### src/rtl/runway_scheduler.sv
// Runway scheduler: emergency-aware request queue feeding a pool of runways,
// each held busy for a fixed occupancy time after every grant.
module runway_scheduler #(
  parameter  int NUM_RUNWAYS   = 2,
  parameter  int QUEUE_DEPTH   = 4,
  parameter  int ID_WIDTH      = 4,
  parameter  int OCCUPY_CYCLES = 16,
  localparam int RW            = (NUM_RUNWAYS > 1) ? $clog2(NUM_RUNWAYS) : 1,
  localparam int CW            = $clog2(QUEUE_DEPTH + 1)
) (
  input  logic                   clock,
  input  logic                   reset_n,
  input  logic                   req_valid,
  output logic                   req_ready,
  input  logic [ID_WIDTH-1:0]    req_id,
  input  logic                   req_emergency,
  output logic                   grant_valid,
  output logic [ID_WIDTH-1:0]    grant_id,
  output logic [RW-1:0]          grant_runway,
  output logic [NUM_RUNWAYS-1:0] runway_active,
  output logic [CW-1:0]          queue_count
);

  localparam int              OW       = (OCCUPY_CYCLES > 1) ? $clog2(OCCUPY_CYCLES) : 1;
  localparam logic [CW-1:0]   DEPTH    = CW'(QUEUE_DEPTH);
  localparam logic [OW-1:0]   OCC_LOAD = OW'(OCCUPY_CYCLES - 1);

  logic [ID_WIDTH-1:0]    q_id   [QUEUE_DEPTH];
  logic [ID_WIDTH-1:0]    pop_id [QUEUE_DEPTH];
  logic [ID_WIDTH-1:0]    nxt_id [QUEUE_DEPTH];
  logic [CW-1:0]          cnt, ecnt;
  logic [CW-1:0]          cnt_pop, ecnt_pop;
  logic [CW-1:0]          cnt_nxt, ecnt_nxt;
  logic [CW-1:0]          ins_pos;
  logic                   push, pop;
  logic                   free_any;
  logic [RW-1:0]          free_idx;
  logic [OW-1:0]          occ [NUM_RUNWAYS];
  logic [NUM_RUNWAYS-1:0] active;

  assign req_ready     = (cnt < DEPTH);
  assign queue_count   = cnt;
  assign runway_active = active;
  assign push          = req_valid && req_ready;
  assign pop           = (cnt != '0) && free_any;

  always_comb begin
    free_any = 1'b0;
    free_idx = '0;
    for (int unsigned r = 0; r < NUM_RUNWAYS; r++) begin
      if (!free_any && !active[r]) begin
        free_any = 1'b1;
        free_idx = RW'(r);
      end
    end
  end

  // Emergencies occupy the head region, so the head is an emergency iff ecnt != 0.
  always_comb begin
    cnt_pop  = cnt;
    ecnt_pop = ecnt;
    for (int unsigned i = 0; i < QUEUE_DEPTH; i++) pop_id[i] = q_id[i];
    if (pop) begin
      for (int unsigned i = 0; i < QUEUE_DEPTH - 1; i++) pop_id[i] = q_id[i+1];
      pop_id[QUEUE_DEPTH-1] = '0;
      cnt_pop = cnt - CW'(1);
      if (ecnt != '0) ecnt_pop = ecnt - CW'(1);
    end
  end

  // Insertion works on the post-pop image, so a same-edge pop always takes the old head.
  always_comb begin
    ins_pos  = req_emergency ? ecnt_pop : cnt_pop;
    cnt_nxt  = cnt_pop;
    ecnt_nxt = ecnt_pop;
    for (int unsigned i = 0; i < QUEUE_DEPTH; i++) nxt_id[i] = pop_id[i];
    if (push) begin
      for (int unsigned i = 1; i < QUEUE_DEPTH; i++) begin
        if (CW'(i) > ins_pos) nxt_id[i] = pop_id[i-1];
      end
      for (int unsigned i = 0; i < QUEUE_DEPTH; i++) begin
        if (CW'(i) == ins_pos) nxt_id[i] = req_id;
      end
      cnt_nxt = cnt_pop + CW'(1);
      if (req_emergency) ecnt_nxt = ecnt_pop + CW'(1);
    end
  end

  always_ff @(posedge clock or negedge reset_n) begin
    if (!reset_n) begin
      for (int unsigned i = 0; i < QUEUE_DEPTH; i++) q_id[i] <= '0;
      cnt  <= '0;
      ecnt <= '0;
    end else begin
      q_id <= nxt_id;
      cnt  <= cnt_nxt;
      ecnt <= ecnt_nxt;
    end
  end

  always_ff @(posedge clock or negedge reset_n) begin
    if (!reset_n) begin
      grant_valid  <= 1'b0;
      grant_id     <= '0;
      grant_runway <= '0;
    end else begin
      grant_valid <= pop;
      if (pop) begin
        grant_id     <= q_id[0];
        grant_runway <= free_idx;
      end
    end
  end

  // A runway clearing this edge is not seen as free until the next one.
  always_ff @(posedge clock or negedge reset_n) begin
    if (!reset_n) begin
      active <= '0;
      for (int unsigned r = 0; r < NUM_RUNWAYS; r++) occ[r] <= '0;
    end else begin
      for (int unsigned r = 0; r < NUM_RUNWAYS; r++) begin
        if (pop && (free_idx == RW'(r))) begin
          active[r] <= 1'b1;
          occ[r]    <= OCC_LOAD;
        end else if (active[r]) begin
          if (occ[r] != '0) occ[r] <= occ[r] - OW'(1);
          else              active[r] <= 1'b0;
        end
      end
    end
  end

endmodule
### config.mk
export PLATFORM = sky130hd
export DESIGN_NAME = runway_scheduler
export DESIGN_NICKNAME = d
export VERILOG_FILES = /design/src/rtl/runway_scheduler.sv
export SDC_FILE = /design/constraint.sdc
export NUM_CORES = 1
export LEC_CHECK = 0
export CAP_MARGIN = 20
export CORE_MARGIN = 2
export CORE_UTILIZATION = 48
export CTS_CLUSTER_SIZE = 25
export DETAILED_ROUTE_END_ITERATION = 6
export DONT_BUFFER_PORTS = 1
export PLACE_DENSITY = 0.72
export SYNTH_ARGS = -nofsm -noshare
export SYNTH_HDL_FRONTEND = slang
export SYNTH_SLANG_ARGS = --single-unit
### constraint.sdc
create_clock -name clock -period 2.7 [get_ports clock]
set_clock_uncertainty 0.2 [all_clocks]
set_input_delay 0.27 -clock clock [delete_from_list [all_inputs] [get_ports clock]]
set_output_delay 0.27 -clock clock [all_outputs]
set_load 0.005 [all_outputs]
Word level (Yosys, flattened, before mapping)
Index checks and enable logic that the tools add are counted.

Order comparisons: 4. Mux-type cells: 31. Reduce and logical (&&, ||, !) cells: 17. Multiply operators: 0. Equality and inequality tests: 3. Bitwise operators: 1. Add/sub/neg operators: 6. Shift-type cells: 0. Divide/modulo/power cells: 0.

Operator list (number): 2-to-1 mux 4 bit (13); 2-to-1 mux 16 bit (2); 2-to-1 mux 3 bit (7); 2-to-1 mux 1 bit (9); nonzero test 2 bit (4); nonzero test 4 bit (2); subtractor 4 x 1 -> 4 bit, second input constant (2); adder 3 x 1 -> 3 bit, second input constant (2); == test 2 x 3 -> 1 bit, first input constant (2); > comparator 2 x 3 -> 1 bit, first input constant (2); nonzero test 3 bit (2); subtractor 3 x 1 -> 3 bit, second input constant (2); logical AND 1 bit (5); AND reduction 2 bit (2); == test 1 x 3 -> 1 bit, first input constant (1); > comparator 1 x 3 -> 1 bit, first input constant (1); zero test 3 bit (1); less-than comparator 3 bit, second input constant (1); zero test 1 bit (1); NOT 1 bit (1).

Bits in latches: 0. ROM bits: 0. Register bits after elaboration: 38. Output and inout port bits: 12. Memories kept: 0. RAM bits: 0.

Longest topological paths before layout
Gate-level depths: netlist of run 1.

Depth after elaboration: 10. Mapped depth: 10. Mapped depth without buffers: 9.

Worst setup path before layout of run 1
No wires, ideal clock.

Kind: register to register. From: register cnt[0], in the netlist queue_count[0]. To: register q_id[2] (netlist bit). Library setup time: 126 ps. Stages on the path, launching flop included: 10. Setup slack: 354 ps. Path buffers: 1. Arrival time: 2020 ps. Period minus slack after synthesis: 2346 ps. Cells stage by stage: dfrtp_1 -> inv_1 -> ha_1 -> or2b_4 -> nand3_1 -> a311o_2 -> a21oi_4 -> buf_6 -> a211oi_2 -> a311o_1.

RTL lines: start: declaration (line 31) `logic [CW-1:0] cnt, ecnt;`; start signal: assignment (line 96) `cnt <= cnt_nxt;`; end signal: assignment (line 95) `q_id <= nxt_id;`; end: declaration (line 28) `logic [ID_WIDTH-1:0] q_id [QUEUE_DEPTH];`.

==> impl_metrics.yaml, run 1 <==
pwr:
  p_leak_nw: 1.137
  vdd_drop_max_mv: 0.8344
  powerDensity_nw_per_um2: 1263
layout:
  num-fill-cells: 400
  multi_input_area_um2: 1139
  fin_nets: 261
  syn2layout_area_growth_pct: 10.50
  n_antenna_cell: 0
  drive_gt1_frac: 0.1296
  regArea_um2: 950.9
cts:
  clk_latency_ns: 0.29
  clock_sinks: 38
  cts_tree: "yes"
  htreeDepth: 2
  root_buffer: "clkbuf_8"
  cts_buffer_depth: 2
  numCtsBuffers: 5
  clk_pin_slew_worst_paths_ns: 0.08
logic_synthesis:
  async_flop_share: 1.000
  synth_seq_cells: 38
  synth_edf_count: 0
  synth_cell_types: 48
  netlist_top_cells_area: "dfrtp_1, nand2_1, mux2i_1"
  yosysTopAreaCell: "dfrtp_1"
  yosysMostFrequentCell: "nand2_1"
  synth.net_count: 247
  synthesis.area_um2: 2193
  synth_top_area_frac: 0.4335
  syn_avg_cell_area_um2: 9.414
  syn_inst: 233
  ys_top_cells_by_count: "nand2_1, dfrtp_1, inv_1"
  ys_seq_area_frac: 0.4335
  synth_warnings: 0
  ys.flop_type: "dfrtp_1"
sta:
  hold_violations: 0
  period_minus_slack_ns: 2.555
  fin_crit_sh: 0.9464
  finalSetupViolCount: 0
  rsz0062_at_grt: "false"
  worst_pin_slew_ns: 0.3999
  fmax_mhz: 391.4
  timing.setup.tns_ns: 0
  slew_headroom: 0.7316
  drv_slew: 0
  finalHoldWorstSlack_ns: 0.03958
floorplan:
  ios: 20
  die_y_um: 71.60
  die_x_um: 71.60
  die-area_um2: 5126
  initial_utilization: 0.5003
  rows: 24
  core_um2: 4384
placement:
  place.gp.congestion: 0.8583
  hpwl_um: 3018
  io_buffers: 0
drt:
  routedWlPerCell_um: 14.73
  via_count: 1707
  detail-route-antenna-nets: 0
  drt_iter0_drc: 114
  drc: 0
  firstDrtPassIters: 4
  via_per_inst: 5.709
  routed_wl_um: 4404
grt:
  grtUsageMet1: 0.2459
  grt-busiest-layer: "met2"
  grt_max_degree: 39
  antenna_found_initial: 0
  grt_usage: 0.1881
  grt_util_met2: 0.3066
  grt_pass1_wl_um: 7617
  overflow: 0
  globalRouteMet3Util: 0.03797
  grt_pass1_vias: 1669
hold_path:
  hold_path.class: "in -> reg"
flow_run:
  drv_cap: 0
critical_path:
  worstPathArrival_ns: 2.56
  required_ns: 2.70
  crit_path_start_kind: "register"
  cp-end-kind: "register"
  critPathKind: "reg -> reg"
  crit_fanout: 13
run_status:
  status: "complete, no violations"
-- cells in the final DEF, fill, tap and decap left out, types with 4 or more instances in the layout --
cell | synthesis | final
nand2_1 | 51 | 51
dfrtp_1 | 38 | 38
inv_1 | 16 | 16
nor2_1 | 15 | 15
mux2i_1 | 12 | 12
xnor2_1 | 8 | 8
buf_4 | 0 | 8
a21oi_1 | 7 | 7
ha_1 | 6 | 6
o21ai_0 | 5 | 5
clkbuf_8 | 0 | 5
dlygate4sd3_1 | 0 | 5
nand3_1 | 4 | 4
a211o_1 | 4 | 4
a2bb2oi_1 | 4 | 4
a41oi_1 | 4 | 4
and3_1 | 4 | 4
a311o_1 | 4 | 4
-- per-layer routing --
| metal | share of wire | wire length [um] | vias up |
|---|---|---|---|
| li1 | - | - | 845 |
| met1 | 0.46 | 2036 | 813 |
| met2 | 0.47 | 2082 | 41 |
| met3 | 0.044 | 195 | 8 |
| met4 | 0.020 | 89 | 0 |
| met5 | 0 | 0 | - |
-- final cells by class --
type,instances,share of cell area
clock buffers,5,0.02839
clock inverters,2,0.004130
inverters,16,0.02478
multi-input cells,172,0.4698
flip-flops and latches,38,0.3924
well taps,52,0.02685
repair buffers,14,0.05369
-- sequential cells by signal, summed over array words and instances, names as in the netlist --
register,flops
q_id,16
occ,8
ecnt,3
runway_active,2
grant_runway,1
grant_valid,1
grant_id,4
queue_count,3
-- where the power goes --
part	internal, mW	switching (mW)	total (mW)
Sequential	0.838	0.208	1.05
Clock	0.173	0.192	0.365
Combinational	0.708	0.942	1.65
-- stage by stage --
step	instance area [um^2]	utilization	setup slack, ns	cells	power (mW)
after detailed placement	2272	0.5183	0.1833	286	2.673
after global routing	2424	0.5528	0.003908	299	3.337
after CTS	2421	0.5522	0.1371	299	3.085
after floorplan	2193	-	0.3538	233	2.340
final	2424	0.5528	0.1447	299	3.062
after global placement	2272	0.5183	0.2455	286	2.636
-- kinds of logic (layout without fill, tap and decap cells) --
group                      count (synthesis)  count (layout)  synth area share
AOI/OAI and AO/OA                         48              48            0.1820
adders and majority gates                  6               6           0.03423
DFF                                       38              38            0.4335
xor gates and xnor gates                   9               9           0.03594
and+or+nand+nor                           96              96            0.2059
muxes                                     13              13           0.05990
buffers and inverters                     23              37           0.04849
-- critical path, stage by stage, from the launching register on --
cell and delay, ns:
dfrtp_1 0.41, inv_1 0.11, ha_1 0.21, or2b_4 0.32
a311oi_1 0.30, a311o_2 0.20, buf_4 0.20, nor2b_2 0.19
buf_4 0.14, mux2i_1 0.19
-- final timing paths --
path                                start             end  slack, ns  cells after the start
max in group asynchronous         reset_n         ecnt[1]       1.87                      2
max                        queue_count[0]        q_id[12]       0.14                      9
min                             req_valid  queue_count[1]       0.04                      3
min in group asynchronous         reset_n         ecnt[0]       0.22                      2
max reg2reg                queue_count[0]        q_id[12]       0.14                      9
min reg2reg                      q_id[14]     grant_id[2]       0.27                      2
-- timing repair --
action / in CTS / in global routing
hold buffers: 6 / 0
setup endpoints to repair: 0 / 1
gates resized for setup: 0 / 1
endpoints found under the hold margin: 50 / 0
setup buffers: 0 / 0
(Power assumes the default switching activity.)
==> run 2, diff against run 1 <==
--- a/config.mk
+++ b/config.mk
@@ -11,7 +11,6 @@
 export CTS_CLUSTER_SIZE = 25
 export DETAILED_ROUTE_END_ITERATION = 6
 export DONT_BUFFER_PORTS = 1
-export PLACE_DENSITY = 0.72
 export SYNTH_ARGS = -nofsm -noshare
 export SYNTH_HDL_FRONTEND = slang
 export SYNTH_SLANG_ARGS = --single-unit
==> constraint.sdc (replaced) <==
create_clock -name clock -period 2.7 [get_ports clock]
set_clock_uncertainty 0.2 [all_clocks]
set_input_delay 0.27 -clock clock [delete_from_list [all_inputs] [get_ports clock]]
set_output_delay 0.27 -clock clock [all_outputs]
set_load 0.1 [all_outputs]
==> run 2 against run 1 <==
Net effect: first-iteration DRC count decreased by 16%; utilization increased by 4.5 points; via count grew 7.9%; final area grew 8.1%; critical path type unchanged.
==> impl_metrics.yaml, run 2 (same netlist as run 1, synthesis figures left out) <==
run_status:
  status: "complete, no violations"
critical_path:
  crit_fanout: 13
  critical_path_buf_inv_count: 3
  rrSetupSlack_ns: 0.14
  critPathTopFamily: "flip-flops"
  r2r-start: "queue_count[0]"
  critPathKind: "reg -> reg"
  r2r-end: "q_id[12]"
  max_stage_delay_ns: 0.48
  worstPathArrival_ns: 2.58
  cp-end-kind: "register"
  r2r_cells: 9
  cp_cell_sequence: "inv_1, ha_2, or2b_4, a311oi_2, a311o_2, buf_6, nor2b_1, buf_4, mux2i_1"
  crit_path_start_kind: "register"
  critPathSlowestCell: "dfrtp_4"
  required_ns: 2.72
drt:
  drt_iter0_drc: 96
  detail-route-antenna-nets: 0
  routedWlPerCell_um: 15.94
  routed_wl_um: 4957
  via_count: 1842
  firstDrtPassIters: 4
  drc: 0
  via_per_inst: 5.923
cts:
  htreeDepth: 2
  root_buffer: "clkbuf_8"
  clk_latency_ns: 0.30
  cts_tree: "yes"
  clk_pin_slew_worst_paths_ns: 0.08
  clock_sinks: 38
  numCtsBuffers: 5
  cts_buffer_depth: 2
grt:
  grt_pass1_vias: 1779
  grt_pass1_wl_um: 8266
  antenna_found_initial: 0
  grt_max_degree: 39
  grt_usage: 0.2023
  overflow: 0
layout:
  final_cells: 311
  regArea_um2: 962.2
  final_cell_mix: "nand2_1, dfrtp_1, buf_4, inv_1, nor2_1"
  largest_reg_flops: 16
  syn2layout_area_growth_pct: 19.40
  n_antenna_cell: 0
  final_common_cell: "nand2_1"
  multi_input_area_um2: 1176
  fin_nets: 272
  top_regs: "q_id: 16 flops, occ: 8 flops, grant_id: 4 flops"
  drive_gt1_frac: 0.2008
  num-fill-cells: 364
  top_register: "q_id"
hold_path:
  hold_path.class: "in -> reg"
  hold-path-cell-count: 3
  hp-start: "req_valid"
  min_to: "queue_count[1]"
floorplan:
  ios: 20
  initial_utilization: 0.5003
  rows: 24
  die_x_um: 71.60
  core_um2: 4384
  die-area_um2: 5126
  die_y_um: 71.60
placement:
  io_buffers: 0
  dp.cells: 290
  place.gp.congestion: 0.8392
  hpwl_um: 3386
sta:
  finalSetupViolCount: 0
  fmax_mhz: 390.8
  worst_pin_slew_ns: 0.9001
  drv_slew: 0
  fin_crit_sh: 0.9477
  slew_headroom: 0.4000
  hold_violations: 0
  timing.setup.tns_ns: 0
  period_minus_slack_ns: 2.559
flow_run:
  drv_cap: 0
## run 2: worst max path at each step
stage / startpoint / endpoint / slack [ns] / cells past startpoint
final: queue_count[0] / q_id[12] / 0.14 / 9
after global routing: queue_count[0] / q_id[12] / -0.02 / 9
after CTS: queue_count[0] / q_id[12] / 0.05 / 9
after detailed placement: queue_count[0] / q_id[0] / 0.08 / 8
after global placement: queue_count[0] / q_id[3] / 0.20 / 8
after floorplan: queue_count[2] / q_id[0] / 0.02 / 5
## run 2: metrics by stage
step | worst slack, ns | area (um^2) | util | hold slack, ns
floorplan | 0.02365 | 2208 | - | -0.2256
global placement | 0.1999 | 2317 | 0.5285 | -0.2246
detailed placement | 0.07804 | 2317 | 0.5285 | -0.2247
CTS | 0.04712 | 2530 | 0.5771 | 0.01904
global route | -0.02474 | 2619 | 0.5973 | 0.04174
finish | 0.1413 | 2619 | 0.5973 | 0.02428
## run 2: final cells by class
| type | instances | share of cell area |
|---|---|---|
| clock buffer | 6 | 0.03153 |
| clock inverter | 2 | 0.02293 |
| inverter | 16 | 0.02437 |
| multi-input combinational | 173 | 0.4491 |
| sequential | 38 | 0.3674 |
| tap | 52 | 0.02484 |
| timing repair buffer | 24 | 0.07979 |
## run 2: tightest hold or removal path, stage by stage
cell,delay [ns]
nand2_1,0.06
nor3_1,0.07
nor2_1,0.08
## run 2: routing by layer
layer,part of all wire,global-route usage
met5,0,0
met1,0.46,0.2728
met2,0.47,0.3200
met3,0.052,0.05063
met4,0.021,0.06709
## run 2: repair_timing
action	in CTS	in global routing
hold endpoints to repair	50	0
buffers inserted	0	6
endpoints found under the setup margin	0	8
hold buffers	6	0
gates resized for setup	0	6
Power of run 2 is not shown: default switching activity piles up to over one toggle a cycle in this logic, so the estimate is an artifact.
